## src/rtl/conv_post_relu_pool.sv

```systemverilog
// conv_post_relu_pool: bias + ReLU + rounding requantization of channel-summed
// convolution results, followed by 2x2 stride-2 max-pooling over a raster
// ordered feature map, using a half-row buffer for the even row of each pair.
module conv_post_relu_pool #(
    parameter int ACC_WIDTH  = 32,
    parameter int DATA_WIDTH = 8,
    parameter int BIAS_WIDTH = 16,
    parameter int FMAP_W     = 220
) (
    input  logic                         clk,
    input  logic                         rst,
    input  logic                         frame_start,
    input  logic signed [BIAS_WIDTH-1:0] bias,
    input  logic [4:0]                   shift,
    input  logic                         in_valid,
    input  logic signed [ACC_WIDTH-1:0]  in_data,
    output logic                         out_valid,
    output logic [DATA_WIDTH-1:0]        out_data,
    output logic                         out_eol
);

    localparam int SUM_W  = ACC_WIDTH + 1;
    localparam int HALF_W = FMAP_W / 2;
    localparam int COL_W  = (FMAP_W > 1) ? $clog2(FMAP_W) : 1;
    localparam int ADDR_W = (HALF_W > 1) ? $clog2(HALF_W) : 1;

    localparam logic [COL_W-1:0] LAST_COL = COL_W'(FMAP_W - 1);
    localparam logic [COL_W-1:0] EOL_COL  = COL_W'(2 * HALF_W - 1);
    localparam logic [SUM_W:0]   SAT_MAX  = {{(SUM_W + 1 - DATA_WIDTH){1'b0}}, {DATA_WIDTH{1'b1}}};
    localparam logic [SUM_W:0]   ONE_W    = {{SUM_W{1'b0}}, 1'b1};

    function automatic logic [DATA_WIDTH-1:0] max2(input logic [DATA_WIDTH-1:0] a,
                                                   input logic [DATA_WIDTH-1:0] b);
        return (a > b) ? a : b;
    endfunction

    // Stage 1 state: requantized pixel and its valid
    logic [DATA_WIDTH-1:0] q_data_q, q_data_d;
    logic                  q_valid_q;

    // Stage 2 state: position, pair register, row buffer, outputs
    logic [COL_W-1:0]      col_q, col_d;
    logic                  row_q, row_d;
    logic [DATA_WIDTH-1:0] p_q, p_d;
    logic [DATA_WIDTH-1:0] rowbuf_q [HALF_W];
    logic                  out_valid_d, out_eol_d;
    logic [DATA_WIDTH-1:0] out_data_d;

    logic signed [SUM_W-1:0] sum_s;
    logic [SUM_W:0]          half_s, rnd_s, shifted_s;
    logic [ADDR_W-1:0]       addr_s;
    logic [DATA_WIDTH-1:0]   h_s, rd_s;
    logic                    pool_col_s, wr_en_s;

    // Bias add at full width, ReLU, round-half-up right shift, saturate
    always_comb begin
        sum_s     = SUM_W'(in_data) + SUM_W'(bias);
        half_s    = '0;
        rnd_s     = '0;
        shifted_s = '0;
        q_data_d  = '0;
        if (sum_s[SUM_W-1]) begin
            q_data_d = '0;
        end else begin
            if (shift == 5'd0) begin
                rnd_s = {1'b0, sum_s};
            end else begin
                half_s = ONE_W << (shift - 5'd1);
                rnd_s  = {1'b0, sum_s} + half_s;
            end
            shifted_s = rnd_s >> shift;
            if (shifted_s > SAT_MAX) begin
                q_data_d = '1;
            end else begin
                q_data_d = shifted_s[DATA_WIDTH-1:0];
            end
        end
    end

    // Stage 1 register; a sample concurrent with frame_start is kept for the new frame
    always_ff @(posedge clk or posedge rst) begin
        if (rst) begin
            q_data_q  <= '0;
            q_valid_q <= 1'b0;
        end else begin
            q_data_q  <= q_data_d;
            q_valid_q <= in_valid;
        end
    end

    assign addr_s     = ADDR_W'(col_q >> 1);
    // With an odd width the trailing column never joins a pooling window
    assign pool_col_s = ((FMAP_W % 2) == 0) || (col_q != LAST_COL);
    assign h_s        = max2(p_q, q_data_q);
    assign rd_s       = rowbuf_q[addr_s];

    // Pooling next-state: column/row tracking, pair hold, row-buffer write, output
    always_comb begin
        col_d       = col_q;
        row_d       = row_q;
        p_d         = p_q;
        wr_en_s     = 1'b0;
        out_valid_d = 1'b0;
        out_eol_d   = 1'b0;
        out_data_d  = out_data;
        if (frame_start) begin
            // The stage-1 sample still in flight belongs to the old frame
            col_d = '0;
            row_d = 1'b0;
            p_d   = '0;
        end else if (q_valid_q) begin
            if (col_q == LAST_COL) begin
                col_d = '0;
                row_d = ~row_q;
            end else begin
                col_d = col_q + COL_W'(1);
                row_d = row_q;
            end
            if (!pool_col_s) begin
                p_d = p_q;
            end else if (!col_q[0]) begin
                p_d = q_data_q;
            end else if (!row_q) begin
                wr_en_s = 1'b1;
            end else begin
                out_valid_d = 1'b1;
                out_eol_d   = (col_q == EOL_COL);
                out_data_d  = max2(h_s, rd_s);
            end
        end else begin
            col_d = col_q;
        end
    end

    // Pooling state and registered outputs
    always_ff @(posedge clk or posedge rst) begin
        if (rst) begin
            col_q     <= '0;
            row_q     <= 1'b0;
            p_q       <= '0;
            out_valid <= 1'b0;
            out_eol   <= 1'b0;
            out_data  <= '0;
        end else begin
            col_q     <= col_d;
            row_q     <= row_d;
            p_q       <= p_d;
            out_valid <= out_valid_d;
            out_eol   <= out_eol_d;
            out_data  <= out_data_d;
        end
    end

    // Half-row buffer holding the even-row horizontal maxima; contents need no reset
    always_ff @(posedge clk) begin
        if (wr_en_s) begin
            rowbuf_q[addr_s] <= h_s;
        end
    end

endmodule

```

## config.mk

```make
export PLATFORM = sky130hd
export DESIGN_NAME = conv_post_relu_pool
export DESIGN_NICKNAME = d
export VERILOG_FILES = /design/src/rtl/conv_post_relu_pool.sv
export SDC_FILE = /design/constraint.sdc
export NUM_CORES = 1
export LEC_CHECK = 0
export ABC_AREA = 0
export ABC_CLOCK_PERIOD_IN_PS = 9900
export CAP_MARGIN = 30
export CELL_PAD_IN_SITES_DETAIL_PLACEMENT = 0
export CELL_PAD_IN_SITES_GLOBAL_PLACEMENT = 1
export CORE_ASPECT_RATIO = 0.7
export CORE_UTILIZATION = 40
export CTS_CLUSTER_DIAMETER = 100
export CTS_CLUSTER_SIZE = 12
export DETAILED_ROUTE_END_ITERATION = 7
export HOLD_SLACK_MARGIN = 0.05
export PLACE_DENSITY_LB_ADDON = 0.1
export SLEW_MARGIN = 20
export SYNTH_ARGS = -nofsm -noshare
export SYNTH_HDL_FRONTEND = slang
export SYNTH_SLANG_ARGS = --single-unit
```

## constraint.sdc

```tcl
create_clock -name clk -period 9.9 [get_ports clk]
set_clock_uncertainty 0.15 [all_clocks]
set_input_delay 0.99 -clock clk [delete_from_list [all_inputs] [get_ports clk]]
set_output_delay 0.99 -clock clk [all_outputs]
set_load 0.01 [all_outputs]
```

==> qor.txt <==
Fmax: 125 MHz
Origin of the critical flop-to-flop path: col_q[1]$_DFFE_PP0P_
Status: complete, no violations
Pins over their slew limit: 0
Maxcap violations: 0
Routed wire length per instance: 29.1 um
Cell Area, Synth: 0.0414 mm2
GR Util All Layers: 25.0%
CTS tree: built
Initial Utilization: 40.5%
Post-CTS Resized: 0
Worst-Skew Late Latency: 690 ps
Final worst slack: 1930 ps
RSZ-0062 raised after global routing: false
HP Start: out_data[0]$_DFFE_PP0P_
Grt total ovfl: 0
Number of flops mapped to enable cells by yosys: 880
Relative slew slack: 22.9%
First-pass GRT wire length: 192 mm
Cells after Synth: 3137
Peak supply drop: 0.125 mV
Worst-path clk slew: 60 ps
Netlist cell types: 94
Slowest cell on crit path: a311oi_1
Net Count, Synth: 3277
R2R setup slack: 3660 ps
Root buffer cell: clkbuf_16
Clock tree buffer depth: 3
IO Pins: 67
Drt total wl: 132 mm
Port Buffers: 66
CP most frequent cell: a21oi_1
Pre-CTS WS: 1490 ps
Sink Count: 916
Hpwl dp: 85.9 mm
Syn_area_per_cell: 13.2 um2
Initial antenna violation count: 2
Final core utilization: 45.2%
Power Density: 192 mW/mm2
Endpoints failing hold: 0
Layout cell share with drive strength beyond 1: 8.46%
Async SR Flop Fraction: 3.93%
Final #Nets: 3307
Final TNS setup: 0 ps
Min-delay worst type: reg2reg
Setup bufs post-CTS: 0
Worst-path maximum fanout: 17
Layout area overhead: 11.8%
Vias: 28200
CTS HTree Levels: 3
Placeable Area: 0.102 mm2
Setup crit start kind: input port
Worst setup path category: in2reg
FP Rows: 98
Setup crit end kind: register
Crit path time final: 7970 ps
GP Congestion: 0.937
Lkg Pwr: 14.8 nW
Die footprint: 0.105 mm2
Die height: 271 um
Reg-to-Reg End: out_data[3]$_DFFE_PP0P_
Power Total: 8.87 mW
TritonCTS Buffers: 86
Drt drc: 0
Vias in the first global route: 27100
Antenna Nets Post-Route: 0
R2R depth: 20
Sequential share of the synthesized area: 66.1%
Initial DRT Pass Iterations: 5
N_diodes: 0
Synth Warn #: 0
Critical Path End: q_data_q[5]$_DFF_PP0_
Via density: 6.21
Worst stage delay on the critical path: 940 ps
Worst path arrival time: 8360 ps
FF+latch count, synth: 916
Die X-Extent: 386 um
Setup violators final: 0
Data required, critical path: 10280 ps
Worst Setup SP: bias[15]
Post-route cell area: 0.0462 mm2
Top_reg_cell synth: edfxtp_1
Area after DPL: 0.0437 mm2
First-iteration detailed-routing DRC count: 3136
Largest net degree at the start of global routing: 93
Worst-margin pin slew: 1150 ps
Cts hold-fix bufs: 0
Final period utilization: 80.6%
Crit-path cells: clkdlybuf4s50_1, ha_1, nand2_1, o21ai_0, a21oi_1, a21oi_1, nor4b_1, a311oi_1, ha_1, nand2_1, nor4_1, and2_1, a32oi_2, a21oi_1, a311oi_1, a211o_1, a22oi_2, a21oi_1, o41ai_2, nand4_1, nor4b_4, a221oi_1
## power breakdown
group / internal, mW / switching, mW
Sequential: 4.53 / 0.0118
Clock: 1.59 / 1.39
Combinational: 0.374 / 0.968
## layout make-up
cell class              instances  area, um2
clock inverters                 7        141
inverters                      42        158
fillers                      9140      56000
flip-flops and latches        916      27300
repair buffers                159       1530
well taps                    1350       1690
clock buffers                 105       2240
multi-input cells            1962      13100
## cells in the mapped netlist (all sizes together) (8+ instances only)
| library cell | n | area (um2) |
|---|---|---|
| a41oi | 19 | 166 |
| a211o | 8 | 70.1 |
| nand4 | 98 | 613 |
| or3 | 22 | 138 |
| dfrtp | 36 | 901 |
| nor4 | 15 | 100 |
| mux4 | 13 | 293 |
| xor2 | 20 | 175 |
| a21oi | 172 | 887 |
| a22o | 55 | 482 |
| nand3 | 47 | 235 |
| a21o | 29 | 218 |
| inv | 42 | 158 |
| a22oi | 319 | 2400 |
| a211oi | 29 | 223 |
| buf | 71 | 338 |
| xnor2 | 29 | 254 |
| and3 | 12 | 75.1 |
| nor3 | 29 | 145 |
| nor2b | 12 | 75.1 |
| a311oi | 11 | 96.3 |
| o211ai | 27 | 208 |
| ha | 81 | 1010 |
| nand2 | 198 | 743 |
| mux2i | 46 | 460 |
| clkbuf | 146 | 551 |
| o21ai | 137 | 693 |
| a221oi | 71 | 634 |
| o21a | 20 | 150 |
| mux2 | 13 | 146 |
| edfxtp | 880 | 26400 |
| a31oi | 16 | 100 |
| nor2 | 274 | 1030 |
| o22ai | 13 | 87.6 |
| and2 | 18 | 115 |
## flip-flops by register name, indices dropped and copies added, names as in the netlist
name and flops:
rowbuf_q 880, col_q 8, out_data 8, p_q 8, q_data_q 8, out_eol 1, out_valid 1, q_valid_q 1
row_q 1
## per-stage QoR
step | std cells | hold WS [ps]
finish | 4541 | 335
global route | 4541 | 357
CTS | 4523 | 338
detailed placement | 4411 | 324
global placement | 4396 | 323
floorplan | 3137 | 347
## how the worst min path moves through the flow
stage	endpoint	slack, ps	cells past startpoint
after global placement	out_data[1]$_DFFE_PP0P_	320	2
after floorplan	p_q[1]$_DFFE_PP0P_	350	2
after CTS	out_data[0]$_DFFE_PP0P_	340	2
final	out_data[0]$_DFFE_PP0P_	330	2
after global routing	out_data[5]$_DFFE_PP0P_	360	1
after detailed placement	out_data[0]$_DFFE_PP0P_	320	2
## critical path: cells and delay by family
family                     cells  cell delay (ps)
adders and majority gates      2             1030
AOI/OAI and AO/OA             12             3800
buffers and inverters          1              760
and+or+nand+nor                7             1770
## kinds of logic after synthesis
family	share of synthesized area (%)
AO/OA/AOI/OAI	17.0
AND/OR/NAND/NOR	8.66
adder cells (fa/ha/maj)	2.55
XOR/XNOR	1.04
flip-flops	66.1
multiplexers	2.17
buffers and inverters	2.53
## routing by layer
| layer | GRT usage [%] | vias to the layer above | share of wire [%] |
|---|---|---|---|
| li1 | - | 12600 | - |
| met1 | 39.6 | 14500 | 49 |
| met2 | 35.8 | 1009 | 43 |
| met3 | 4.23 | 137 | 6.8 |
| met4 | 4.80 | 0 | 1.6 |
| met5 | 0 | - | 0 |
## cell usage in the layout, fill, tap and decap left out, types with 78 or more instances in the layout
cell,n
nor2_1,271
ha_1,81
clkbuf_16,87
a22oi_1,318
buf_4,78
nand2_1,197
o21ai_0,117
nand4_1,98
edfxtp_1,880
a21oi_1,165
Power figures use the tool's default switching activity.
